--- src/rtl/microc_pkg.sv ---
// Shared definitions for the microc multicycle controller and datapath:
// controller state encoding, opcode map and ALU function codes.
package microc_pkg;

    typedef enum logic [1:0] {
        FETCH  = 2'b00,
        DECODE = 2'b01,
        EXEC   = 2'b10,
        TRAP   = 2'b11
    } state_t;

    localparam logic [5:0] OP_J   = 6'b000000;
    localparam logic [5:0] OP_JZ  = 6'b000001;
    localparam logic [5:0] OP_JNZ = 6'b000010;
    localparam logic [5:0] OP_LI  = 6'b010000;
    localparam logic [5:0] OP_ADI = 6'b010001;
    localparam logic [5:0] OP_SBI = 6'b010010;

    localparam logic [2:0] ALU_PASS = 3'b000;
    localparam logic [2:0] ALU_ADD  = 3'b010;
    localparam logic [2:0] ALU_SUB  = 3'b011;
    localparam logic [2:0] ALU_AND  = 3'b100;
    localparam logic [2:0] ALU_OR   = 3'b101;
    localparam logic [2:0] ALU_XOR  = 3'b111;

    // Function codes the datapath ALU implements for register-register ops.
    function automatic logic is_reg_alu_func(input logic [2:0] f);
        logic ok;
        ok = 1'b0;
        case (f)
            ALU_ADD, ALU_SUB, ALU_AND, ALU_OR, ALU_XOR: ok = 1'b1;
            default: ok = 1'b0;
        endcase
        return ok;
    endfunction

endpackage

--- src/rtl/control_decode.sv ---
// Combinational instruction decoder: latched opcode plus zero flag to the
// EXEC-phase datapath controls, with a flag for unmapped opcodes.
module control_decode
    import microc_pkg::*;
(
    input  logic [5:0] op,
    input  logic       zero,
    output logic       s_inc,
    output logic       s_inm,
    output logic       we,
    output logic       wez,
    output logic [2:0] alu_op,
    output logic       illegal
);

    always_comb begin
        s_inc   = 1'b1;
        s_inm   = 1'b0;
        we      = 1'b0;
        wez     = 1'b0;
        alu_op  = ALU_PASS;
        illegal = 1'b0;
        unique casez (op)
            OP_J:   s_inc = 1'b0;
            OP_JZ:  s_inc = ~zero;
            OP_JNZ: s_inc = zero;
            OP_LI: begin
                we    = 1'b1;
                s_inm = 1'b1;
            end
            OP_ADI: begin
                we     = 1'b1;
                wez    = 1'b1;
                s_inm  = 1'b1;
                alu_op = ALU_ADD;
            end
            OP_SBI: begin
                we     = 1'b1;
                wez    = 1'b1;
                s_inm  = 1'b1;
                alu_op = ALU_SUB;
            end
            6'b1?????: begin
                if (is_reg_alu_func(op[2:0])) begin
                    we     = 1'b1;
                    wez    = 1'b1;
                    alu_op = op[2:0];
                end else begin
                    illegal = 1'b1;
                end
            end
            default: illegal = 1'b1;
        endcase
    end

endmodule

--- src/rtl/control_multiciclo.sv ---
// Multicycle microc control unit: FETCH -> DECODE -> EXEC per instruction, with a
// retired-instruction counter. Define CONTROL_ILLEGAL_TRAP_EN to trap on unmapped opcodes.
module control_multiciclo
    import microc_pkg::*;
#(
    parameter int unsigned CNT_W = 16
) (
    input  logic             clk,
    input  logic             reset,
    input  logic             en,
    input  logic [5:0]       Opcode,
    input  logic             zero,
    output logic             ir_we,
    output logic             pc_we,
    output logic             s_inc,
    output logic             s_inm,
    output logic             we,
    output logic             wez,
    output logic [2:0]       ALUOp,
    output logic             trap,
    output logic [CNT_W-1:0] instr_count
);

`ifdef CONTROL_ILLEGAL_TRAP_EN
    localparam logic TRAP_EN = 1'b1;
`else
    localparam logic TRAP_EN = 1'b0;
`endif

    state_t           state_q, state_d;
    logic [5:0]       op_q, op_d;
    logic [CNT_W-1:0] cnt_q, cnt_d;

    logic       dec_s_inc, dec_s_inm, dec_we, dec_wez, dec_illegal;
    logic [2:0] dec_alu_op;

    control_decode u_decode (
        .op      (op_q),
        .zero    (zero),
        .s_inc   (dec_s_inc),
        .s_inm   (dec_s_inm),
        .we      (dec_we),
        .wez     (dec_wez),
        .alu_op  (dec_alu_op),
        .illegal (dec_illegal)
    );

    always_ff @(posedge clk or negedge reset) begin
        if (!reset) begin
            state_q <= FETCH;
            op_q    <= 6'b0;
            cnt_q   <= '0;
        end else begin
            state_q <= state_d;
            op_q    <= op_d;
            cnt_q   <= cnt_d;
        end
    end

    // Outputs are gated by reset so an asserted reset silences everything at once.
    always_comb begin
        state_d = state_q;
        op_d    = op_q;
        cnt_d   = cnt_q;
        ir_we   = 1'b0;
        pc_we   = 1'b0;
        s_inc   = 1'b1;
        s_inm   = 1'b0;
        we      = 1'b0;
        wez     = 1'b0;
        ALUOp   = ALU_PASS;
        trap    = 1'b0;
        if (reset) begin
            unique case (state_q)
                FETCH: begin
                    if (en) begin
                        ir_we   = 1'b1;
                        state_d = DECODE;
                    end
                end
                DECODE: begin
                    if (en) begin
                        op_d    = Opcode;
                        state_d = EXEC;
                    end
                end
                EXEC: begin
                    if (TRAP_EN && dec_illegal) begin
                        if (en) begin
                            state_d = TRAP;
                        end
                    end else begin
                        // Unmapped opcodes reach here only as NOPs: decode yields no writes.
                        s_inc = dec_s_inc;
                        s_inm = dec_s_inm;
                        ALUOp = dec_alu_op;
                        if (en) begin
                            pc_we   = 1'b1;
                            we      = dec_we;
                            wez     = dec_wez;
                            cnt_d   = cnt_q + CNT_W'(1);
                            state_d = FETCH;
                        end
                    end
                end
`ifdef CONTROL_ILLEGAL_TRAP_EN
                TRAP: begin
                    trap = 1'b1;
                end
`endif
                default: begin
                    state_d = FETCH;
                end
            endcase
        end
    end

    assign instr_count = cnt_q;

endmodule

--- config.mk ---
export PLATFORM = sky130hd
export DESIGN_NAME = control_multiciclo
export DESIGN_NICKNAME = d
export VERILOG_FILES = /design/src/rtl/microc_pkg.sv /design/src/rtl/control_decode.sv /design/src/rtl/control_multiciclo.sv
export SDC_FILE = /design/constraint.sdc
export NUM_CORES = 1
export LEC_CHECK = 0
export ABC_AREA = 1
export BUFFER_PORTS_ARGS = -buffer_cell sky130_fd_sc_hd__buf_2
export CAP_MARGIN = 20
export CORE_MARGIN = 2
export CORE_UTILIZATION = 55
export DETAILED_ROUTE_END_ITERATION = 12
export PLACE_DENSITY_LB_ADDON = 0.05
export SLEW_MARGIN = 20
export SYNTH_ARGS = -nofsm -noshare
export SYNTH_HDL_FRONTEND = slang
export SYNTH_SLANG_ARGS = --single-unit
export TNS_END_PERCENT = 5
--- constraint.sdc ---
create_clock -name clk -period 3.5 [get_ports clk]
set_input_delay 0.7 -clock clk [delete_from_list [all_inputs] [get_ports clk]]
set_output_delay 0.7 -clock clk [all_outputs]
set_load 0.01 [all_outputs]
Yosys cells after proc, flatten, opt, wreduce, memory -nomap -nowiden
Cells that the tools add are included.

storage, ports and cells
  output and inout port bits = 26
  bits of input ports = 10
  logic and storage cells = 58
  register bits = 24

cells by class
  multiplexer cells = 30
  bitwise operators = 1
  add/subtract/negate cells = 1
  reduce and logical (&&, ||, !) cells = 8
  equality and inequality tests = 15

operator list
  operator                                       count
  two-way mux 1 bit                              19
  == test 6 x 5 -> 1 bit, second input constant  3
  adder 16 x 1 -> 16 bit, second input constant  1
  == test 3 bit, second input constant           3
  two-way mux 3 bit                              3
  case mux 3 bit (3 select lines)                1
  == test 3 x 2 -> 1 bit, second input constant  2
  == test 6 x 1 -> 1 bit, second input constant  1
  == test 6 x 2 -> 1 bit, second input constant  1
  logical NOT 6 bit                              1
  two-way mux 2 bit                              3
  != test 2 bit, second input constant           3
  case mux 2 bit (3 select lines)                1
  AND reduction 3 bit                            2
  OR reduction 5 bit                             1
  case mux 1 bit (2 select lines)                2
  AND reduction 4 bit                            1
  case mux 1 bit (3 select lines)                1
  OR reduction 3 bit                             1
  == test 2 x 1 -> 1 bit, second input constant  1
  == test 2 bit, second input constant           1
  logical NOT 2 bit                              1
  OR reduction 2 bit                             1
  NOT 1 bit                                      1

Logic depth before layout (Yosys ltp)
  word-level depth = 9
  gate-level depth with buffers = 9
  mapped depth without buffers = 9

Modules after synthesis
Synthesis repeated with hierarchy kept, for this count alone.

second synthesis, totals
  cells, all modules = 203
  area, all modules = 1,477.7 um^2

modules (own cells, without submodules)
  module              area an instance (um^2)  cells an instance  sequential area each (um^2)  times used
  control_multiciclo  1,273.7                  163                600.6                        1
  control_decode      203.9                    40                 0.0                          1

Least setup slack after synthesis
Ideal clock, no wire load.

  path type = input to output
  from = input port en
  to = output port we
  data arrival time = 1.190 ns
  stages = 4
  setup slack = 1.610 ns
  data required time = 2.800 ns
  path buffers = 0
  cell sequence = nand2_2 inv_1 nand2_2 a21oi_1

on the way
  longest elaborated chain between the ends = 3

ends and longest elaborated chain
  what               line                      RTL
  start, declared    control_multiciclo.sv:10  input logic en,
  two-way mux 1 bit  control_multiciclo.sv:97  if (en) begin
  two-way mux 1 bit  control_multiciclo.sv:74  unique case (state_q)
  two-way mux 1 bit  control_multiciclo.sv:73  if (reset) begin
  end, declared      control_multiciclo.sv:17  output logic we,

Every way passes these cells.

Worst setup path after layout
  from = register op_q[2]
  to = output port ALUOp[1]

on the way
  longest elaborated chain between the ends = 8
  elaborated cells on any way between the ends = 14
  those cells by class = 7 x eq/ne; 6 x mux; 1 x reduce/logical

ends and longest elaborated chain
  what                                                     line                      RTL
  start, declared                                          control_multiciclo.sv:31  logic [5:0] op_q, op_d;
  start signal, assigned                                   control_multiciclo.sv:55  op_q <= op_d;
  == test 3 x 2 -> 1 bit or == test 3 bit (tied branches)  microc_pkg.sv:30          case (f)
  OR reduction 5 bit                                       microc_pkg.sv:30
  two-way mux 1 bit                                        microc_pkg.sv:30
  two-way mux 1 bit                                        control_decode.sv:23      unique casez (op)
  two-way mux 3 bit                                        control_decode.sv:44      if (is_reg_alu_func(op[2:0])) begin
  case mux 3 bit (3 select lines) (*)                      control_decode.sv:23
  two-way mux 3 bit (*)                                    control_multiciclo.sv:74
  two-way mux 3 bit (*)                                    control_multiciclo.sv:73
  end, declared                                            control_multiciclo.sv:19  output logic [2:0] ALUOp,

Mark *: on every way between the ends. The rest lies on a longest branch, timed or not. The select of a mux whose other input is x is not followed.

==> reports/metrics.cfg <==
[sta]
setup_viol=0
drv_slew=0
finalHoldViolCount=0
skew_ns=0.00397
whs_ns=0.171
final.setup.worst_slack_ns=1.21
grt_setup_unrepaired=no
tns_ns=0
fmax_ghz=0.436
fin_crit_ns=2.29
finalCritPeriodShare=0.655

[clock_network]
root_buffer=clkbuf_4
clk_pin_slew_ns=0.13
worstSkewPairLatency_ns=0.30
cts_max_level=1
clk_path_buf_depth=2
post_cts_buffers=0
cts_resized=0
cts_tree=built
cts_made_buffers=3
ctsHoldBuffers=0
cts_sinks=24

[run]
drv_cap=0

[synthesis]
yosysUniqueCellTypes=23
synth_nets=179
synth_top_area_share=0.450
synth_area_um2=1340
synth_warnings=0
synth_area_leaders=dfrtp_1 45%, nand2_1 9.8%, inv_1 8.2%, nand3_1 4.1%, nor2_1 3.7%
avgSynthCellArea_um2=7.95
synth_top_area_cell=dfrtp_1
seq_area_frac_synth=0.450
syn_inst=168
ys_ff_latch=24

[worst_setup_path]
r2r-start=instr_count[0]$_DFFE_PN0P_
cp-end-kind=output port
cp-start-kind=flip-flop
worst_r2r_path_depth=8
required_ns=2.80
cp_cell_sequence=nor2_1 -> inv_1 -> a21oi_1 -> nand2_1 -> o21ai_0 -> nand2_1 -> inv_1 -> buf_2
critical-path-top-delay-family=flip-flops
critPathKind=flip-flop to output port
critPathMaxStageDelay_ns=0.43
cp_data_arrival_time_ns=1.59
worstPathMaxFanout=5
crit_buf_inv=3
worstReg2RegEnd=instr_count[12]$_DFFE_PN0P_
r2r_slack_ns=2.13
slowest_stage=dfrtp_1
cp_num_cells=8

[global_route]
grt_use_met1=0.239
grt_pass1_wl_um=4320
gr-total-overflow=0
grt_max_degree=24
grt_usage=0.209
grt-busiest-layer=met2
grt_pass1_vias=1056
gr-usage-met3=0.0311
grt_util_met2=0.397
antenna_found_initial=0

[status]
outcome=complete, no violations

[die]
die-area_um2=2840
die_h_um=53.3
io_pins=36
rows=17
die_w_um=53.3
core-area_um2=2250
initial_utilization=0.592

[detailed_routing]
wl_um=2640
drtIter0Drc=22
drt-pass1-iter-count=4
routedWlPerCell_um=11.3
vias=1165
drc=0
avgViaCountPerCell=5.00
ant_nets=0

[power]
p_leak_nw=0.939
power.density_nw_per_um2=512
ir_drop_mv=0.279

[placement]
io_buffers=34
gp_congestion=0.732
post-place-ws_ns=1.35
hpwl_um=2100
place_inst=229

[layout]
n_antenna_cell=0
nNetsFinal=217
final-instance-count-excl-fill=233
drive_gt1_frac=0.254
synthToLayoutAreaGrowth_pct=17.7

[worst_hold_path]
hp-class=input port to async pin

worst max path at each step:
stage	from	to
5_1_grt	op_q[2]$_DFFE_PN0P_	ALUOp[1]
6_report	op_q[2]$_DFFE_PN0P_	ALUOp[1]
4_1_cts	op_q[2]$_DFFE_PN0P_	ALUOp[1]
3_3_place_gp	reset	wez
3_5_place_dp	reset	wez
2_1_floorplan	en	we
power breakdown:
| group | switching [mW] | internal (mW) | leakage, nW | total, mW |
|---|---|---|---|---|
| combinational | 0.164 | 0.0928 | 0.615 | 0.257 |
| sequential | 0.0666 | 0.338 | 0.303 | 0.405 |
| clock | 0.0802 | 0.0634 | 0.0210 | 0.144 |
synth_stat cells, drive strengths merged:
cell	instances
nand2	43
o211ai	2
o21bai	1
ha	1
inv	30
a21oi	9
nor3	5
nand4	6
nand3	11
buf	2
nor2	17
xnor2	4
dfrtp	24
conb	1
o21ai	8
xor2	4
flip-flops by register name, indices dropped and copies added (netlist names):
signal       count
instr_count     16
op_q             6
state_q          2
worst register-to-register path: cells and delay by family (launching register included):
kind,cells,cell delay [ns]
AND/OR/NAND/NOR,5,0.53
flip-flops,1,0.42
adder cells (fa/ha/maj),1,0.19
buffers and inverters,2,0.14
per-stage QoR:
step                area, µm²  power, mW  utilization
floorplan                1340      0.577            -
global route             1570      0.857        0.697
finish                   1570      0.805        0.697
global placement         1540      0.647        0.681
detailed placement       1540      0.664        0.681
CTS                      1570      0.807        0.697
logic make-up after synthesis:
family	synth area share
and+or+nand+nor	0.311
buffers and inverters	0.0937
DFF	0.450
AOI/OAI and AO/OA	0.0806
xor gates and xnor gates	0.0525
adders and majority gates	0.00937
other	0.00281
metal layers:
layer	share of wire	wire length (µm)	vias to the layer above
li1	-	-	602
met1	0.44	1160	527
met2	0.50	1330	34
met3	0.053	140	2
met4	0.0034	9	0
met5	0	0	-
layout make-up:
cell class | instances | area [µm²]
Sequential cell | 24 | 601
Tap cell | 28 | 35.0
Inverter | 30 | 113
Fill cell | 189 | 683
Multi-Input combinational cell | 112 | 609
Clock buffer | 4 | 36.3
Timing Repair Buffer | 35 | 178
placed cells by master, fill, tap and decap left out:
cell type,n
inv_2,1
nand4_1,6
nand2_2,7
nor2_8,2
nor3_1,5
xnor2_1,4
buf_2,34
nor2_1,13
nor2_4,2
conb_1,1
a21oi_1,9
o21ai_1,2
dfrtp_1,24
clkbuf_4,3
o21bai_1,1
o211ai_1,2
ha_1,1
clkbuf_8,1
o21ai_0,6
nand2_1,35
xor2_1,4
buf_4,1
inv_1,29
nand2_4,1
nand3_1,11
Power figures use the tool's default switching activity.
